File: src/rtl/similarity_argmax.sv
// ----------------------------------------------------------------------------
// similarity_argmax
//   Streams candidate (score, address) pairs from an associative-memory scan.
//   It tracks the best and second-best scores and returns the winning address,
//   the winning score, the margin over the runner-up and a no-match flag.
//
// Ports
//   clk_i, rst_ni     clock (rising edge), asynchronous active-low reset
//   start_i           opens a new search; in SEARCH it restarts the search
//   in_valid_i        candidate present (only accepted in SEARCH)
//   score_i, addr_i   candidate similarity score and AM row address
//   last_i            marks the final candidate of the search
//   threshold_i       minimum score for a match, compared live at result time
//   out_ready_i       consumer accepts the held result
//   busy_o            high while searching
//   result_valid_o    result held until out_ready_i
//   best_addr_o, best_score_o, margin_o, no_match_o   result fields
//   cand_count_o      accepted candidates in this search (saturating)
// ----------------------------------------------------------------------------
module similarity_argmax #(
   parameter  int N             = 2048,
   parameter  int AM_ADDR_WIDTH = 13,
   localparam int SCORE_W       = $clog2(N)
) (
   input  logic                     clk_i,
   input  logic                     rst_ni,
   input  logic                     start_i,
   input  logic                     in_valid_i,
   input  logic [SCORE_W-1:0]       score_i,
   input  logic [AM_ADDR_WIDTH-1:0] addr_i,
   input  logic                     last_i,
   input  logic [SCORE_W-1:0]       threshold_i,
   input  logic                     out_ready_i,
   output logic                     busy_o,
   output logic                     result_valid_o,
   output logic [AM_ADDR_WIDTH-1:0] best_addr_o,
   output logic [SCORE_W-1:0]       best_score_o,
   output logic [SCORE_W-1:0]       margin_o,
   output logic                     no_match_o,
   output logic [AM_ADDR_WIDTH:0]   cand_count_o
);

   typedef enum logic [1:0] {IDLE = 2'd0, SEARCH = 2'd1, DONE = 2'd2} state_e;

   localparam logic [AM_ADDR_WIDTH:0] CNT_ONE = {{AM_ADDR_WIDTH{1'b0}}, 1'b1};

   state_e                     state_q, state_d;
   logic [SCORE_W-1:0]         best_q, best_d;
   logic [SCORE_W-1:0]         second_q, second_d;
   logic [AM_ADDR_WIDTH-1:0]   addr_q, addr_d;
   logic [AM_ADDR_WIDTH:0]     cnt_q, cnt_d;
   logic                       busy_q, busy_d;
   logic                       valid_q, valid_d;

   always_comb begin
      state_d  = state_q;
      best_d   = best_q;
      second_d = second_q;
      addr_d   = addr_q;
      cnt_d    = cnt_q;

      case (state_q)
         IDLE: begin
            if (start_i) begin
               best_d   = '0;
               second_d = '0;
               addr_d   = '0;
               cnt_d    = '0;
               state_d  = SEARCH;
            end
         end
         SEARCH: begin
            if (start_i) begin
               // restart: a candidate in the same cycle belongs to no search
               best_d   = '0;
               second_d = '0;
               addr_d   = '0;
               cnt_d    = '0;
            end else if (in_valid_i) begin
               // count never wraps back to zero, so zero means "first candidate"
               if (cnt_q == '0) begin
                  best_d   = score_i;
                  addr_d   = addr_i;
                  second_d = '0;
               end else if (score_i > best_q) begin
                  second_d = best_q;
                  best_d   = score_i;
                  addr_d   = addr_i;
               end else if (score_i > second_q) begin
                  // equal-to-best lands here: earliest keeps the win, margin 0
                  second_d = score_i;
               end
               if (cnt_q != '1) cnt_d = cnt_q + CNT_ONE;
               if (last_i) state_d = DONE;
            end
         end
         DONE: begin
            if (out_ready_i) state_d = IDLE;
         end
         default: state_d = IDLE;
      endcase

      busy_d  = (state_d == SEARCH);
      valid_d = (state_d == DONE);
   end

   always_ff @(posedge clk_i or negedge rst_ni) begin
      if (!rst_ni) begin
         state_q  <= IDLE;
         best_q   <= '0;
         second_q <= '0;
         addr_q   <= '0;
         cnt_q    <= '0;
         busy_q   <= 1'b0;
         valid_q  <= 1'b0;
      end else begin
         state_q  <= state_d;
         best_q   <= best_d;
         second_q <= second_d;
         addr_q   <= addr_d;
         cnt_q    <= cnt_d;
         busy_q   <= busy_d;
         valid_q  <= valid_d;
      end
   end

   assign busy_o         = busy_q;
   assign result_valid_o = valid_q;
   assign best_addr_o    = addr_q;
   assign best_score_o   = best_q;
   assign margin_o       = best_q - second_q;  // second <= best always holds
   assign cand_count_o   = cnt_q;
   // gated so the flag reads 0 outside a held result (including after reset)
   assign no_match_o     = valid_q & (best_q < threshold_i);

endmodule

File: config.mk
export PLATFORM = sky130hd
export DESIGN_NAME = similarity_argmax
export DESIGN_NICKNAME = d
export VERILOG_FILES = /design/src/rtl/similarity_argmax.sv
export SDC_FILE = /design/constraint.sdc
export NUM_CORES = 1
export LEC_CHECK = 0
export BUFFER_PORTS_ARGS = -buffer_cell sky130_fd_sc_hd__clkbuf_2
export CAP_MARGIN = 20
export CORE_ASPECT_RATIO = 0.9
export CORE_MARGIN = 10
export CORE_UTILIZATION = 55
export DETAILED_ROUTE_END_ITERATION = 12
export GPL_TIMING_DRIVEN = 1
export PLACE_DENSITY = 0.83
export SLEW_MARGIN = 25
export SYNTH_ARGS = -nofsm -noshare
export SYNTH_HDL_FRONTEND = slang
export SYNTH_SLANG_ARGS = --single-unit
File: constraint.sdc
create_clock -name clk_i -period 2.6 [get_ports clk_i]
set_input_delay 0.26 -clock clk_i [delete_from_list [all_inputs] [get_ports clk_i]]
set_output_delay 0.26 -clock clk_i [all_outputs]
set_load 0.03 [all_outputs]
==> results of run 1 <==
==> cells in the final DEF, fill, tap and decap left out, drive strengths merged, types with 3 or more instances in the layout <==
cell,Yosys,layout
clkbuf,5,95
nand2,72,72
inv,55,56
dfrtp,53,53
ha,44,44
mux2i,35,35
buf,6,32
nor2,24,24
a21oi,15,15
o21ai,15,15
nand3,12,12
mux2,10,10
xnor2,9,9
xor2,7,7
nor4,6,6
nor3,6,6
a21o,5,5
nand4,5,5
a211oi,5,5
and3,4,4
or3,3,3
nand3b,3,3
and4,3,3
o31ai,3,3
nor2b,3,3
a31oi,3,3
==> per-layer routing <==
layer / part of all wire (%) / global-route usage [%] / vias up
met2: 48 / 29.88 / 117
met1: 42 / 24.19 / 1688
met3: 8.0 / 5.179 / 16
li1: - / - / 1724
met4: 1.8 / 4.900 / 0
met5: 0 / 0 / -
==> per-stage QoR <==
stage | hold WS, ns | setup TNS (ns) | power, mW | setup slack (ns) | cell area, sq um
2_1_floorplan | -0.03559 | 0 | 1.986 | 0.02303 | 3983
3_3_place_gp | 0.4500 | 0 | 2.412 | 0.1105 | 4638
3_5_place_dp | 0.4603 | 0 | 2.451 | 0.07041 | 4638
4_1_cts | 0.09684 | -0.0007869 | 3.087 | -0.0007869 | 4860
5_1_grt | 0.1180 | -0.2905 | 3.407 | -0.1371 | 5016
6_report | 0.06938 | -0.1575 | 3.237 | -0.09464 | 5016
==> power by group through the flow <==
stage / registers [mW] / logic, mW / clock network [mW]
6_report: 0.960 / 1.75 / 0.526
5_1_grt: 0.972 / 1.88 / 0.557
4_1_cts: 0.961 / 1.59 / 0.537
3_5_place_dp: 0.975 / 1.48 / 0
3_3_place_gp: 0.971 / 1.44 / 0
2_1_floorplan: 1.09 / 0.897 / 0
==> state kept, by name (all words and copies together), names as in the netlist <==
register / flops
result_valid_o: 1
best_score_o: 11
cand_count_o: 14
best_addr_o: 13
busy_o: 1
state_q: 2
second_q: 11
==> timing repair <==
| action | CTS | global route |
|---|---|---|
| gates resized for setup | 20 | 25 |
| buffers inserted | 4 | 6 |
| pin swaps | 5 | 11 |
| setup endpoints to repair | 5 | 17 |
| endpoints found under the hold margin | 0 | 0 |
==> worst paths after layout <==
check                      depth (start not counted)          endpoint  slack [ns]            start
min in group clk_i                                 3    best_addr_o[8]        0.14        addr_i[8]
hold / removal                                     1    best_addr_o[5]        0.07           rst_ni
hold reg to reg                                    1       second_q[7]        0.52      second_q[7]
setup reg to reg                                   9       second_q[6]        0.10  best_score_o[4]
setup / recovery                                   9       margin_o[8]       -0.09      second_q[0]
max in group asynchronous                          2  cand_count_o[10]        1.81           rst_ni
==> layout make-up <==
cell class / count / area share [%]
Multi-Input combinational cell: 314 / 50.54
Sequential cell: 53 / 26.52
Timing Repair Buffer: 121 / 14.42
Inverter: 56 / 4.216
Tap cell: 93 / 2.320
Clock buffer: 6 / 1.646
Clock inverter: 2 / 0.3492
==> kinds of logic after synthesis <==
logic type,count (synthesis),share of synthesized area (%)
compound gates,59,10.74
xor+xnor,16,3.527
fa+ha+maj,45,14.36
buf+inv,67,7.241
flops,53,33.38
mux,45,12.50
simple gates,149,18.26
==> impl_results.md, run 1 <==
- Register area: 0.001330 sq mm
- Synth async-reset ratio: 100.0%
- Hpwl dp: 7.990 mm
- WP buf/inv: 2
- Largest net degree at the start of global routing: 38
- Pre-antenna DRT Iters: 5
- Post-route clock period utilization: 103.6%
- Clock tree sinks: 53
- Crit path kind: reg -> out
- Most frequent cell after synthesis: nand2_1
- Mapped Nets: 520
- Measured slew at the worst slew-check pin: 0.9690 ns
- Vias in the first global route: 3516
- Pint: 1.830 mW
- Clk_lat worst skew: 0.32 ns
- Finished Core Util: 71.26%
- Power Density: 645.3 mW/mm^2
- Synth warn: 0
- Area grow syn2layout: 26.23%
- Fin crit period: 2.695 ns
- Flop pwr share: 29.7%
- Row Count: 29
- I/O pin total: 93
- Critical Path RT: 2.34 ns
- Post-synth EDFFs: 0
- Nets: 637
- Initial drt markers: 170
- Ys flop type: dfrtp_1
- CTS clk-pin slew, worst paths: 0.11 ns
- CTS tree: built
- Avg WL per Cell: 17.06 um
- Slowest cell on crit path: dfrtp_1
- Logic pwr share: 54.1%
- Arrival time of the worst setup path: 2.43 ns
- Commonest cells post-synth: 72 x nand2_1, 55 x inv_1, 53 x dfrtp_1
- Diodes inserted: 0
- Die Y: 100.6 um
- Outcome: finished with violations
- CTS Root Cell: clkbuf_8
- Cell variety after synth: 59
- Mapped Cells: 434
- Grt total ovfl: 0
- Slowest cell delay on critical path: 0.42 ns
- Cell Count, Final, Fillers Out: 645
- Post-CTS Hold Buffers: 0
- Fmax achieved: 0.3711 GHz
- Initial antenna violation count: 0
- Detailed Route WL: 11.01 mm
- Clock network fraction of design power: 16.3%
- Max Cap Viol: 0
- Net load switching power: 1.406 mW
- Clock skew: 0.01585 ns
- Worst-path fanout max: 3
- Endpoints failing setup: 3
- Initial Util: 56.45%
- Failing checks: setup timing
- Max Slew Vio Count: 0
- Slew headroom: 35.40%
- GR Util All Layers: 18.67%
- Synthesized area per cell: 9.156 sq um
- Final Hold Vio Count: 0
- Dominant cell type by area after synthesis: dfrtp_1
- Number of buffers added on ports: 92
- Die X: 109.6 um
- Max Buffers Root-to-Sink: 2
- Cell family with most CP delay: adder cells
- Routed Antenna Nets: 0
- Avg Vias per Cell: 5.496
- Layout cells sized above 1: 32.25%
- Total CTS buffers: 5
- Max H-tree Level: 2
- Vias: 3545
- Die Area: 0.01103 sq mm
- RSZ-0062 raised after global routing: true
- Worst setup EP type: primary output
- Area of the multi-input gates: 0.002535 sq mm
- First-pass GRT wire length: 16.93 mm
- Pleak: 2.510 nW
- Sw Share: 43.45%
- DRC Markers: 0
- Peak supply drop: 0.0004873 V
- CP Cell Sequence: ha_4 > fa_2 > nor2b_4 > o21ai_4 > a21o_1 > a31oi_4 > buf_6 > xor2_2 > clkbuf_8
- Seq/Total Area, Yosys: 33.38%
- Final setup margin: -0.09464 ns
- Critical path startpoint category: flip-flop
- FF+latch count, synth: 53
- Synth area leaders: dfrtp_1 33%, ha_1 14%, mux2i_1 8.8%
- Tightest Hold Check Type: in -> async
- Fillers: 509
- GPL Wtd Cong: 0.8690
- Placed insts: 627
- Core area: 0.007039 sq mm
- Share of the synthesized area in the top cell type: 33.38%
- Post-Syn Area: 0.003974 sq mm
No activity file was read; power rests on OpenSTA's default activity.
==> inputs of run 2 (changes only) <==
- CORE_UTILIZATION: 55 -> 59
- PLACE_DENSITY: 0.83 -> 0.88
- clock period: 2.6 -> 3.1 ns (I/O delays scaled with it)
==> run 2 against run 1 <==
Against the previous run: the run now ends clean; clock-buffer cell count did not move; power fell by 25%; first-iteration DRC count rose by 8.2%; die area fell by 5.5%; critical path depth rose by 1; sequential share of layout area rose by 2.1 points; register-to-register slack improved by 0.31 ns; critical endpoint is now margin_o[10].
==> impl_results.md, run 2 (synthesis results as in run 1) <==
- Outcome: complete, no violations (was finished with violations)
- Endpoints failing setup: 0 (was 3)
- Fmax achieved: 0.3408 GHz
- Max Buffers Root-to-Sink: 2 (unchanged)
- Measured slew at the worst slew-check pin: 0.8515 ns (was 0.9690 ns)
- Placed inst area: 0.004531 sq mm (was 0.004638 sq mm)
- Max reg flops: 14 (unchanged)
- Post-CTS Hold Buffers: 0 (unchanged)
- Nets: 616 (was 637)
- Pre-antenna DRT Iters: 5 (unchanged)
- Avg WL per Cell: 16.49 um (was 17.06 um)
- Power Density: 522.5 mW/mm^2 (was 645.3 mW/mm^2)
- Pre-CTS setup slack: 0.3704 ns (was 0.07041 ns)
- Clock skew: 0.01359 ns (was 0.01585 ns)
- Post-CTS resize count: 0 (was 20)
- Slew headroom: 43.24% (was 35.40%)
- GPL Wtd Cong: 0.9077 (was 0.8690)
- Post-route clock period utilization: 94.66%
- Vias: 3461 (was 3545)
- Die Y: 97.86 um (was 100.6 um)
- Critical Path RT: 2.79 ns (was 2.34 ns)
- DRC Markers: 0 (unchanged)
- Peak supply drop: 0.0003478 V (was 0.0004873 V)
- Reg2Reg Depth: 9 (unchanged)
- Worst hold slack: 0.09414 ns (was 0.06938 ns)
- Worst setup EP type: primary output (unchanged)
- Die X: 106.5 um (was 109.6 um)
- CP Cell Sequence: inv_1 > ha_1 > fa_1 > nor2b_1 > o21ai_1 > a21o_1 > a31oi_2 > or4_1 > nand3_1 > clkbuf_2 (was ha_4 > fa_2 > nor2b_4 > o21ai_4 > a21o_1 > a31oi_4 > buf_6 > xor2_2 > clkbuf_8)
- I/O pin total: 93 (unchanged)
- CP Launch Point: best_score_o[0] (was second_q[0])
- Fin crit period: 2.934 ns
- First-pass GRT wire length: 17.26 mm (was 16.93 mm)
- Crit path kind: reg -> out (unchanged)
- CTS Root Cell: clkbuf_8 (unchanged)
- Worst-path fanout max: 5 (was 3)
- Internal reg-to-reg setup slack: 0.41 ns (was 0.10 ns)
- Largest net degree at the start of global routing: 33 (was 38)
- Finished layout cell area: 0.004642 sq mm (was 0.005016 sq mm)
- Metal3 WL: 785 um (was 881 um)
- Top Metal Used: met4 (unchanged)
- Number of buffers added on ports: 92 (unchanged)
- GR Util All Layers: 19.48% (was 18.67%)
- Commonest non-fill, non-tap cell in the layout: clkbuf_2 (unchanged)
- R2r endpoint: second_q[3] (was second_q[6])
- Detailed Route WL: 10.24 mm (was 11.01 mm)
- Die Area: 0.01042 sq mm (was 0.01103 sq mm)
- Tightest Hold Check Type: in -> async (unchanged)
- CTS clk-pin slew, worst paths: 0.10 ns (was 0.11 ns)
- Pleak: 2.365 nW (was 2.510 nW)
- Initial Util: 60.66% (was 56.45%)
- Initial antenna violation count: 0 (unchanged)
- Initial drt markers: 184 (was 170)
- Row Count: 28 (was 29)
- Max H-tree Level: 2 (unchanged)
- R2r startpoint: best_score_o[10] (was best_score_o[4])
- Clock tree sinks: 53 (unchanged)
- Critical path startpoint category: flip-flop (unchanged)
- Setup TNS: 0 ns (was -0.1575 ns)
- Slowest cell on crit path: dfrtp_1 (unchanged)
- Postcts setup bufs: 0 (was 4)
- Slowest cell delay on critical path: 0.44 ns (was 0.42 ns)
- Grt total ovfl: 0 (unchanged)
- Max Slew Vio Count: 0 (unchanged)
- Hpwl dp: 8.304 mm (was 7.990 mm)
- Layout cells sized above 1: 25.24% (was 32.25%)
- Diodes inserted: 0 (unchanged)
- Clk_lat worst skew: 0.31 ns (was 0.32 ns)
- Vias in the first global route: 3687 (was 3516)
- Routed Antenna Nets: 0 (unchanged)
- Max Cap Viol: 0 (unchanged)
- CTS tree: built (unchanged)
- Arrival time of the worst setup path: 2.62 ns (was 2.43 ns)
- Final setup margin: 0.1657 ns (was -0.09464 ns)
- Area grow syn2layout: 16.81% (was 26.23%)
- Most frequent cells in the layout: 92 x clkbuf_2, 72 x nand2_1, 55 x inv_1 (was 87 x clkbuf_2, 72 x nand2_1, 53 x inv_1)
- RSZ-0062 raised after global routing: false (was true)
- Final Hold Vio Count: 0 (unchanged)
- Met2 wire len: 5.037 mm (was 5.277 mm)
- Finished Core Util: 70.86% (was 71.26%)
- Met1 WL: 4.329 mm (was 4.653 mm)
- Total CTS buffers: 5 (unchanged)
- Core area: 0.006551 sq mm (was 0.007039 sq mm)
- Fillers: 528 (was 509)
- Avg Vias per Cell: 5.573 (was 5.496)
run 2: cell types whose count changed in the layout (fill, tap and decap cells not counted), sizes merged:
cell	delta
buf	-24
clkbuf	+3
run 2: final cells by class:
class                   count  area, sq um  area share [%]
well taps                  90        112.6           2.426
clock inverters             2        17.52          0.3774
multi-input cells         314         2371           51.08
clock buffers               6        82.58           1.779
repair buffers            100        520.5           11.21
flip-flops and latches     53         1326           28.57
inverters                  56        211.5           4.555
run 2: worst max path at each step:
stage                        end  cells after the start
floorplan            margin_o[9]                      7
global route        margin_o[10]                     10
global placement    margin_o[10]                     10
finish              margin_o[10]                     10
CTS                 margin_o[10]                     10
detailed placement  margin_o[10]                     10
run 2: routing by layer:
| metal | track usage (%) | vias up |
|---|---|---|
| met2 | 33.22 | 106 |
| met3 | 6.045 | 8 |
| met4 | 4.579 | 0 |
| met1 | 23.40 | 1663 |
| li1 | - | 1684 |
| met5 | 0 | - |
run 2: power breakdown:
part           switching (mW)  total (mW)  internal (mW)  leakage (nW)
combinational           0.765        1.18          0.418          1.60
clock                   0.240       0.426          0.186        0.0518
sequential             0.0641       0.816          0.752         0.714
total                    1.07        2.43           1.36          2.37
run 2: stage by stage:
stage	instances	power [mW]
after floorplan	434	1.656
after global placement	613	1.959
after detailed placement	613	2.004
after CTS	621	2.429
after global routing	621	2.584
final	621	2.426
run 2: critical path, delay by kind of cell (launching register included):
kind                       cells  cell delay [ns]
AOI/OAI and AO/OA              3             0.57
buffers and inverters          2             0.31
adders and majority gates      2             0.43
DFF                            1             0.44
and+or+nand+nor                3             0.59
==> inputs of run 3 (changes only) <==
- ABC_AREA: default -> 1
- RECOVER_POWER: default -> 100
- SKIP_CTS_REPAIR_TIMING: default -> 1
==> run 3 against run 2 <==
Against the previous run: the flow now finishes with violations (capacitance limit, slew limit); clock power is 21% higher; critical endpoint is now margin_o[7]; design area is 1.6% lower; synthesized cell count is 30% higher; via count is 12% higher; register-to-register slack better by 0.06 ns; first-iteration DRC count is 35% higher; utilization is 1.9 points lower; clock-buffer cell count stayed put.
==> impl_results.md, run 3 <==
- Setup TNS: 0 ns (unchanged)
- Number of buffers added on ports: 92 (unchanged)
- Seq/Total Area, Yosys: 32.87% (was 33.38%)
- Slew headroom: -6.493% (was 43.24%)
- CTS Root Cell: clkbuf_8 (unchanged)
- Synthesized area per cell: 7.154 sq um (was 9.156 sq um)
- Tightest Hold Check Type: in -> reg (was in -> async)
- Final Hold Vio Count: 0 (unchanged)
- RSZ-0062 raised after global routing: false (unchanged)
- Failing checks: capacitance limit, slew limit
- DRC Markers: 0 (unchanged)
- Pre-antenna DRT Iters: 5 (unchanged)
- Die X: 107.2 um (was 106.5 um)
- Arrival time of the worst setup path: 2.44 ns (was 2.62 ns)
- Endpoints failing setup: 0 (unchanged)
- Post-Syn Area: 0.004035 sq mm (was 0.003974 sq mm)
- Post-synth EDFFs: 0 (unchanged)
- Clock skew: 0.005653 ns (was 0.01359 ns)
- Critical path startpoint category: flip-flop (unchanged)
- Fillers: 576 (was 528)
- Cell Count, Final, Fillers Out: 744 (was 621)
- Vias in the first global route: 3974 (was 3687)
- Crit path kind: reg -> out (unchanged)
- Tot Pwr: 2.534 mW (was 2.426 mW)
- Synth area leaders: dfrtp_1 33%, nand2_1 16%, ha_1 14% (was dfrtp_1 33%, ha_1 14%, mux2i_1 8.8%)
- Post-route clock period utilization: 88.77% (was 94.66%)
- CTS clk-pin slew, worst paths: 0.10 ns (about the same)
- Area of the multi-input gates: 0.002281 sq mm (was 0.002371 sq mm)
- Outcome: finished with violations (was complete, no violations)
- Mapped Nets: 650 (was 520)
- GPL Wtd Cong: 0.9295 (was 0.9077)
- Max H-tree Level: 2 (unchanged)
- Vias: 3890 (was 3461)
- Dominant cell type by area after synthesis: dfrtp_1 (unchanged)
- Commonest non-fill, non-tap cell in the layout: nand2_1 (was clkbuf_2)
- Avg Vias per Cell: 5.228 (was 5.573)
- Most frequent cell after synthesis: nand2_1 (unchanged)
- Layout cells sized above 1: 9.939% (was 25.24%)
- Row Count: 28 (unchanged)
- Nets: 739 (was 616)
- Initial antenna violation count: 0 (unchanged)
- Worst setup EP type: primary output (unchanged)
- Power Density: 554.8 mW/mm^2 (was 522.5 mW/mm^2)
- Max reg flops: 14 (unchanged)
- Cell variety after synth: 35 (was 59)
- Grt total ovfl: 0 (unchanged)
- Die Area: 0.01055 sq mm (was 0.01042 sq mm)
- Synth warn: 0 (unchanged)
- Clock tree sinks: 53 (unchanged)
- Routed Antenna Nets: 0 (unchanged)
- Internal reg-to-reg setup slack: 0.47 ns (was 0.41 ns)
- Share of the synthesized area in the top cell type: 32.87% (was 33.38%)
- Clk_lat worst skew: 0.31 ns (about the same)
- Area grow syn2layout: 13.21% (was 16.81%)
- Most frequent cells in the layout: 172 x nand2_1, 75 x inv_1, 55 x clkbuf_1 (was 92 x clkbuf_2, 72 x nand2_1, 55 x inv_1)
- Fin crit period: 2.752 ns (was 2.934 ns)
- First-pass GRT wire length: 18.69 mm (was 17.26 mm)
- Die Y: 98.46 um (was 97.86 um)
- Peak supply drop: 0.0002937 V (was 0.0003478 V)
- Worst-path fanout max: 6 (was 5)
- Core area: 0.006621 sq mm (was 0.006551 sq mm)
- Fmax achieved: 0.3634 GHz (was 0.3408 GHz)
- Mapped Cells: 564 (was 434)
- Synth async-reset ratio: 100.0% (unchanged)
- Commonest cells post-synth: 171 x nand2_1, 74 x inv_1, 53 x dfrtp_1 (was 72 x nand2_1, 55 x inv_1, 53 x dfrtp_1)
- Measured slew at the worst slew-check pin: 1.597 ns (was 0.8515 ns)
- CTS tree: built (unchanged)
- FF+latch count, synth: 53 (unchanged)
- Hpwl dp: 8.766 mm (was 8.304 mm)
- GR Util All Layers: 21.12% (was 19.48%)
- Max Buffers Root-to-Sink: 2 (unchanged)
- Initial Util: 60.94% (was 60.66%)
- Diodes inserted: 0 (unchanged)
- Largest net degree at the start of global routing: 51 (was 33)
- Ys flop type: dfrtp_1 (unchanged)
- I/O pin total: 93 (unchanged)
- Pleak: 2.331 nW (was 2.365 nW)
- Initial drt markers: 248 (was 184)
- Total CTS buffers: 5 (unchanged)
- Max Cap Viol: 1 (was 0)
- Max Slew Vio Count: 30 (was 0)
- Register area: 0.001326 sq mm (unchanged)
- Worst hold slack: 0.2069 ns (was 0.09414 ns)
- Avg WL per Cell: 15.00 um (was 16.49 um)
- Placed insts: 736 (was 613)
- Detailed Route WL: 11.16 mm (was 10.24 mm)
- Critical Path RT: 2.79 ns (about the same)
==> run 3: layout make-up <==
type	instances	share of cell area (%)
clock inverter	2	0.9039
clock buffer	6	1.808
sequential	53	29.03
timing repair buffer	98	9.449
inverter	78	6.409
tap	90	2.465
multi-input combinational	417	49.93
==> run 3: final timing paths <==
| kind | endpoint | startpoint | cells after the start |
|---|---|---|---|
| hold reg to reg | best_addr_o[8] | best_addr_o[8] | 2 |
| setup / recovery | margin_o[7] | best_score_o[2] | 8 |
| setup reg to reg | cand_count_o[9] | state_q[1] | 9 |
| min in group asynchronous | best_addr_o[8] | rst_ni | 1 |
| hold / removal | state_q[1] | out_ready_i | 2 |
| max in group asynchronous | best_score_o[7] | rst_ni | 2 |
==> run 3: through the flow <==
step / area [sq um] / util [%] / worst slack [ns]
3_5_place_dp: 4554 / 68.78 / 0.8039
2_1_floorplan: 4035 / - / 0.6820
6_report: 4568 / 68.99 / 0.3481
5_1_grt: 4568 / 68.99 / 0.2263
3_3_place_gp: 4554 / 68.78 / 0.8769
4_1_cts: 4678 / 70.65 / 0.4761
==> run 3: kinds of logic (layout without fill, tap and decap cells) <==
group	Yosys count	after routing	share of synthesized area (%)
buffers and inverters	94	184	9.767
and+or+nand+nor	283	283	30.17
AOI/OAI and AO/OA	77	77	10.45
DFF	53	53	32.87
xor gates and xnor gates	12	12	2.605
adders and majority gates	45	45	14.14
==> run 3: worst max-delay path, cell delays in order (launching register included) <==
cell and delay (ns):
dfrtp_1 0.49, ha_1 0.39, a21oi_1 0.21, o21ai_0 0.13
a21oi_1 0.24, nor2_1 0.07, nor2_1 0.12, xor2_1 0.15
clkbuf_1 0.33
==> run 3: routing by layer <==
| layer | GRT usage, % | part of all wire [%] |
|---|---|---|
| met5 | 0 | 0 |
| met4 | 6.452 | 2.6 |
| met3 | 4.492 | 6.6 |
| met2 | 38.36 | 50 |
| met1 | 24.00 | 41 |
==> run 3: report_power, final <==
| part | switching, mW | internal [mW] | total [mW] |
|---|---|---|---|
| combinational | 0.859 | 0.341 | 1.20 |
| clock | 0.245 | 0.269 | 0.514 |
| sequential | 0.0662 | 0.754 | 0.820 |
